### src/rtl/sfc_pkg.sv
// Shared types and widths for the serial frame capture block.
package sfc_pkg;
    localparam int BYTE_W     = 8;
    localparam int CHECKSUM_W = 16;

    typedef enum logic {
        IDLE,
        RECV
    } state_t;
endpackage

### src/rtl/sfc_deser8.sv
// 1-bit to byte deserializer: MSB-first shift register, bit counter, output
// register and the upstream ready.
module sfc_deser8
    import sfc_pkg::*;
(
    input  logic              clk,
    input  logic              rst_n,
    input  logic              clear,
    input  logic              serial_data,
    input  logic              serial_valid,
    output logic              serial_ready,
    output logic [BYTE_W-1:0] byte_data,
    output logic              byte_valid,
    input  logic              byte_ready,
    output logic [2:0]        bit_cnt
);
    logic [BYTE_W-2:0] sr;
    logic              completing;
    logic              bit_xfer;
    logic              byte_xfer;

    assign completing = (bit_cnt == 3'd7);
    // Only the completing bit can stall; it needs the output register free.
    assign serial_ready = !clear && !(completing && byte_valid && !byte_ready);
    assign bit_xfer     = serial_valid && serial_ready;
    assign byte_xfer    = byte_valid && byte_ready;

    always_ff @(posedge clk or negedge rst_n) begin
        if (!rst_n) begin
            sr         <= '0;
            bit_cnt    <= '0;
            byte_data  <= '0;
            byte_valid <= 1'b0;
        end else if (clear) begin
            bit_cnt    <= '0;
            byte_valid <= 1'b0;
        end else begin
            if (byte_xfer)
                byte_valid <= 1'b0;
            // A load in the same cycle as a hand-off keeps byte_valid high.
            if (bit_xfer) begin
                if (completing) begin
                    byte_data  <= {sr, serial_data};
                    byte_valid <= 1'b1;
                    bit_cnt    <= '0;
                end else begin
                    sr      <= {sr[BYTE_W-3:0], serial_data};
                    bit_cnt <= bit_cnt + 3'd1;
                end
            end
        end
    end
endmodule

### src/rtl/serial_frame_capture.sv
// Serial-to-byte frame capture: byte/frame counting, last-byte flag, frame_done.
// Optional per-frame byte checksum when SFC_CHECKSUM_EN is defined.
module serial_frame_capture
    import sfc_pkg::*;
#(
    parameter int PIXELS_PER_FRAME = 1024,
    parameter int FRAME_CNT_W      = 16
) (
    input  logic                   clk_200mhz,
    input  logic                   reset_n,
    input  logic                   clear,
    input  logic                   serial_data,
    input  logic                   serial_valid,
    output logic                   serial_ready,
    output logic [BYTE_W-1:0]      byte_data,
    output logic                   byte_valid,
    input  logic                   byte_ready,
    output logic                   byte_last,
    output logic                   frame_done,
    output logic [FRAME_CNT_W-1:0] frame_count,
    output logic [CHECKSUM_W-1:0]  checksum
);
    localparam int               CNT_W    = $clog2(PIXELS_PER_FRAME);
    localparam logic [CNT_W-1:0] LAST_IDX = CNT_W'(PIXELS_PER_FRAME - 1);

    logic [2:0]       bit_cnt;
    logic [CNT_W-1:0] byte_cnt;
    logic             bit_xfer;
    logic             byte_xfer;
    logic             last_xfer;
    state_t           state;

    sfc_deser8 u_deser (
        .clk         (clk_200mhz),
        .rst_n       (reset_n),
        .clear       (clear),
        .serial_data (serial_data),
        .serial_valid(serial_valid),
        .serial_ready(serial_ready),
        .byte_data   (byte_data),
        .byte_valid  (byte_valid),
        .byte_ready  (byte_ready),
        .bit_cnt     (bit_cnt)
    );

    assign bit_xfer  = serial_valid && serial_ready;
    assign byte_xfer = byte_valid && byte_ready && !clear;
    assign byte_last = (byte_cnt == LAST_IDX);
    assign last_xfer = byte_xfer && byte_last;

    always_ff @(posedge clk_200mhz or negedge reset_n) begin
        if (!reset_n) begin
            byte_cnt    <= '0;
            frame_done  <= 1'b0;
            frame_count <= '0;
            state       <= IDLE;
        end else begin
            frame_done <= last_xfer;
            if (clear) begin
                byte_cnt <= '0;
                state    <= IDLE;
            end else begin
                if (byte_xfer)
                    byte_cnt <= byte_last ? '0 : byte_cnt + 1'b1;
                if (last_xfer)
                    frame_count <= frame_count + FRAME_CNT_W'(1);
                case (state)
                    IDLE: if (bit_xfer) state <= RECV;
                    // Any bit of the next frame already in flight keeps us in RECV.
                    RECV: if (last_xfer && bit_cnt == 3'd0 && !bit_xfer) state <= IDLE;
                    default: state <= IDLE;
                endcase
            end
        end
    end

`ifdef SFC_CHECKSUM_EN
    logic [CHECKSUM_W-1:0] acc;
    logic [CHECKSUM_W-1:0] sum_next;

    assign sum_next = acc + CHECKSUM_W'(byte_data);

    always_ff @(posedge clk_200mhz or negedge reset_n) begin
        if (!reset_n) begin
            acc      <= '0;
            checksum <= '0;
        end else if (clear) begin
            acc <= '0;
        end else if (byte_xfer) begin
            if (byte_last) begin
                checksum <= sum_next;
                acc      <= '0;
            end else begin
                acc <= sum_next;
            end
        end
    end
`else
    assign checksum = '0;
`endif
endmodule

### config.mk
export PLATFORM = sky130hd
export DESIGN_NAME = serial_frame_capture
export DESIGN_NICKNAME = d
export VERILOG_FILES = /design/src/rtl/sfc_pkg.sv /design/src/rtl/sfc_deser8.sv /design/src/rtl/serial_frame_capture.sv
export SDC_FILE = /design/constraint.sdc
export NUM_CORES = 1
export LEC_CHECK = 0
export ABC_AREA = 1
export BUFFER_PORTS_ARGS = -buffer_cell sky130_fd_sc_hd__buf_2
export CORE_MARGIN = 2
export CORE_UTILIZATION = 28
export DETAILED_ROUTE_END_ITERATION = 12
export PLACE_DENSITY = 0.56
export SYNTH_ARGS = -nofsm -noshare
export SYNTH_HDL_FRONTEND = slang
export SYNTH_SLANG_ARGS = --single-unit
### constraint.sdc
create_clock -name clk_200mhz -period 1.75 [get_ports clk_200mhz]
set_input_delay 0.0875 -clock clk_200mhz [delete_from_list [all_inputs] [get_ports clk_200mhz]]
set_output_delay 0.0875 -clock clk_200mhz [all_outputs]
set_load 0.03 [all_outputs]
* Word-level counts from Yosys, hierarchy flattened
Index checks and enable logic that the tools add are counted.
Storage, ports and cells: word-level logic and storage cells 39, bits in registers 46, output and inout port bits 44, bits of input ports 6
Cells by class: multiplexer cells 10, bitwise operators 2, eq/ne operators 2, $add $sub $neg 3, reductions and logical operators 15
Operator list (number):
- 10-bit two-way mux | 3
- 16-bit by 1-bit adder with 16-bit output, second input constant | 1
- 10-bit by 1-bit adder with 10-bit output, second input constant | 1
- 10-bit equality test, second input constant | 1
- 3-bit two-way mux | 3
- 1-bit logical AND | 7
- 3-bit AND reduction | 2
- 1-bit two-way mux | 4
- 2-bit nonzero test | 2
- 3-bit by 1-bit adder with 3-bit output, second input constant | 1
- 3-bit equality test, second input constant | 1
- 1-bit zero test | 3
- 1-bit NOT | 2
- 2-bit AND reduction | 1

* Longest topological paths before layout
depth after elaboration 8, depth in mapped cells 9, gate-level depth less buffers 8

* Modules after synthesis
A second synthesis with hierarchy kept.
Second synthesis, totals: cells, all modules 302, area, all modules 2493.6 um2
By module, submodules not included:
- serial_frame_capture | area an instance 1676.6 um2, cells an instance 221, times used 1, sequential area each 675.6 um2
- sfc_deser8 | area an instance 817.0 um2, cells an instance 81, times used 1, sequential area each 475.5 um2

* Least setup slack after synthesis
OpenSTA, ideal clock, no wires.
path kind register to register, from reg u_deser.bit_cnt[0], to reg u_deser.byte_data[7], path slack -48 ps, stages on the path, launching flop included 8, setup time 126 ps, arrival 1671 ps, period minus slack after synthesis 1798 ps, path through dfrtp_1 ha_1 ha_1 a21oi_4 nand3_1 buf_2 nand2_1 o21ai_0
Between the ends: word-level cells in the longest chain between the ends 7
RTL lines:
- from (decl) | line sfc_deser8.sv:15 | output logic [2:0] bit_cnt
- from (signal assigned) | line sfc_deser8.sv:48 | bit_cnt <= bit_cnt + 3'd1;
- 3-bit equality test | line sfc_deser8.sv:22 | assign completing = (bit_cnt == 3'd7);
- 1-bit logical AND (2 in a row) | line sfc_deser8.sv:24 | assign serial_ready = !clear && !(completing && byte_valid && !byte_ready);
- 1-bit zero test | line sfc_deser8.sv:24
- 1-bit logical AND | line sfc_deser8.sv:24
- via serial_ready | line serial_frame_capture.sv:14 | output logic serial_ready,
- 1-bit logical AND | line sfc_deser8.sv:25 | assign bit_xfer = serial_valid && serial_ready;
- 3-bit AND reduction (no source line)
- to (signal assigned) | line sfc_deser8.sv:43 | byte_data <= {sr, serial_data};
- to (decl) | line sfc_deser8.sv:12 | output logic [BYTE_W-1:0] byte_data,
The timed path passes the listed nets, and every way through them passes these cells. A chain may end at the register's enable or synchronous reset.

* Final worst setup path
from reg u_deser.bit_cnt[0], to out serial_ready
Between the ends: word-level cells in the longest chain between the ends 5
RTL lines (line):
- 3-bit equality test | sfc_deser8.sv:22
- 1-bit logical AND (2 in a row) | sfc_deser8.sv:24
- 1-bit zero test | sfc_deser8.sv:24
- 1-bit logical AND | sfc_deser8.sv:24
- to (decl) | serial_frame_capture.sv:14
Every way passes these cells.

==> impl_metrics.csv <==
group,metric,value,unit
clocking,clk_path_buf_depth,2,
logic_synthesis,ys_seq_elements,46,
critical_path,setup.worst_path.end,"serial_ready",
critical_path,timing.critical_path.arrival,1580,ps
critical_path,critical_path_class,"register to primary output",
floorplanning,design.core.area,8300,um2
critical_path,crit_path_end_kind,"primary output",
drt,detailedRoute.firstIterationViolations,39,
outcome,outcome,"finished clean",
critical_path,worstReg2RegStart,"u_deser.bit_cnt[0]",
timing,layout_setup_ws,87.4,ps
logic_synthesis,synth_cells,298,
pwr,power.total,1.95,mW
clocking,tritoncts,"built",
critical_path,crit_path_start_kind,"register",
timing,hold-worst-slack,78.6,ps
critical_path,rr_worst_depth,6,
drt,postRouteAntennaNets,0,
pwr,peakVddDrop,0.330,mV
logic_synthesis,ys_types,26,
grt,vias_in_the_first_global_route,1911,
drt,wl_per_cell,10.5,um
timing,timing.final.hold_violations,0,
grt,grt_pass1_wl,8710,um
floorplanning,floorplan.io_pins,50,
placement,place.detailed.hpwl,3460,um
clocking,cts_clock_pin_slew_for_the_worst_setup_and_hold_paths,90,ps
grt,track_usage,0.109,
critical_path,r2r_setup_slack,160,ps
min_path,timing.hold.worst.class,"input port to register",
timing,slew-limit-headroom,0.604,
floorplanning,rows,33,
timing,period_needed,1660,ps
pwr,power.density_cell_area,691,nW/um2
critical_path,crit_path_max_fanout,5,
drt,drt_pass1_iterations,4,
critical_path,data_required_time_of_the_worst_path,1660,ps
logic_synthesis,syn_avg_cell_area,8.10,um2
clocking,htree_levels,2,
timing,timing_worst_slew_pin_value,594,ps
clocking,cts_sinks,46,
logic_synthesis,syn_area,2410,um2
floorplanning,die_h,96.8,um
clocking,clock_latency,290,ps
placement,pre_cts_slack,81.2,ps
floorplanning,initial_utilization,0.291,
final_layout,area_growth_from_synthesis_to_layout,17.2,%
floorplanning,die-area,9380,um2
drt,drt-total-wl,4720,um
final_layout,antenna_cells,0,
critical_path,worstSetupStartpoint,"u_deser.bit_cnt[0]",
drt,drt_drc_violations_left,0,
grt,pin_count_of_the_biggest_net_entering_global_routing,47,
logic_synthesis,synth.yosys.seq_area_share,0.477,
timing,rsz0062_at_grt,"no",
critical_path,worstReg2RegEnd,"u_deser.byte_data[6]",
run,max_capacitance_violation_count,0,
final_layout,finalNetCount,353,
drt,detailroute.via_count,1939,
min_path,min_from,"serial_data",
placement,io_buffer_count,33,
timing,setup_viol,0,
drt,post_drt_via_cell_ratio,4.32,
timing,maxClockFrequency,0.601,GHz
grt,globalRoute.totalOverflow,0,
logic_synthesis,synthesis.yosys.warnings,0,
timing,timing.final.crit_share,0.950,
pwr,leakagePower,1.43,nW
floorplanning,die_w,96.8,um
clocking,root_buffer,"sky130_fd_sc_hd__clkbuf_8",
clocking,num_cts_buffers,5,
timing,fin_skew,4.78,ps
timing,timing.final.max_slew_violations,0,
timing,fin_setup_tns,0,ps
placement,finalWeightedCongestion,0.789,
final_layout,layout-drive-gt1-share,0.177,
final_layout,commonest_non_fill_non_tap_cells_in_the_layout,"102 x sky130_fd_sc_hd__nand2_1, 46 x sky130_fd_sc_hd__dfrtp_1, 31 x sky130_fd_sc_hd__buf_2, 29 x sky130_fd_sc_hd__inv_1, 26 x sky130_fd_sc_hd__o21ai_0",
final_layout,most_common_cell_after_layout_fill_and_taps_aside,"sky130_fd_sc_hd__nand2_1",
grt,antenna_found_initial,0,
routing by layer:
layer / vias to the layer above / GRT usage / share of wire
met1: 899 / 0.144 / 0.50
li1: 993 / - / -
met2: 45 / 0.183 / 0.45
met4: 0 / 0.0195 / 0.0028
met3: 2 / 0.0253 / 0.042
met5: - / 0 / 0
area by class of cell:
| type | instances | area (um2) |
|---|---|---|
| Inverter | 30 | 113 |
| Multi-Input combinational cell | 217 | 1070 |
| Timing Repair Buffer | 43 | 268 |
| Tap cell | 105 | 131 |
| Sequential cell | 46 | 1150 |
| Fill cell | 868 | 5470 |
| Clock inverter | 2 | 12.5 |
| Clock buffer | 6 | 82.6 |
synth_stat cells, drive strengths merged:
master / number / area (um2)
a21boi: 1 / 7.51
a21oi: 2 / 21.3
buf: 19 / 148
clkbuf: 1 / 3.75
conb: 1 / 3.75
dfrtp: 46 / 1150
ha: 4 / 50.1
inv: 30 / 113
nand2: 104 / 395
nand3: 21 / 118
nand3b: 5 / 37.5
nand4: 3 / 18.8
nor2: 22 / 105
o21ai: 28 / 140
o22ai: 1 / 6.26
xnor2: 6 / 52.6
xor2: 4 / 42.6
sequential cells by signal, indices dropped and copies added (netlist names):
signal,flops
byte_cnt,10
frame_count,16
frame_done,1
u_deser.bit_cnt,3
u_deser.byte_data,8
u_deser.byte_valid,1
u_deser.sr,7
repair_timing:
action,CTS,global route
hold buffers,1,0
buffers inserted,0,3
endpoints found under the setup margin,0,10
hold endpoints to repair,46,0
resized for setup,0,8
critical path, stage by stage (launching register included):
cell,delay (ps)
sky130_fd_sc_hd__dfrtp_1,410
sky130_fd_sc_hd__ha_1,200
sky130_fd_sc_hd__ha_1,260
sky130_fd_sc_hd__a21oi_4,250
sky130_fd_sc_hd__buf_6,170
per-stage QoR:
| stage | util | instance area, um2 | cells |
|---|---|---|---|
| 2_1_floorplan | - | 2470 | 313 |
| 3_3_place_gp | 0.323 | 2680 | 437 |
| 3_5_place_dp | 0.323 | 2680 | 437 |
| 4_1_cts | 0.335 | 2780 | 446 |
| 5_1_grt | 0.341 | 2830 | 449 |
| 6_report | 0.341 | 2830 | 449 |
report_power, final:
| part | internal, mW | switching [mW] |
|---|---|---|
| clock | 0.318 | 0.363 |
| sequential | 1.10 | 0.0205 |
| combinational | 0.0345 | 0.119 |
| total | 1.45 | 0.502 |
how the worst min path moves through the flow:
stage                                 to  slack, ps  depth (start not counted)
detailed placement  u_deser.byte_data[4]        230                          2
global route          u_deser.bit_cnt[1]        100                          3
CTS                        u_deser.sr[0]         70                          3
floorplan                    byte_cnt[0]       -210                          0
finish                     u_deser.sr[0]         80                          3
global placement    u_deser.byte_data[4]        230                          2
kinds of logic (layout without fill, tap and decap cells):
kind of cell    after synthesis  count (layout)  share of synthesized area
simple gates                155             155                      0.279
buf+inv                      50              81                      0.109
flops                        46              46                      0.477
compound gates               32              32                     0.0726
xor+xnor                     10              10                     0.0394
fa+ha+maj                     4               4                     0.0207
other cells                   1              16                    0.00155
No activity file was read; power rests on OpenSTA's default activity.
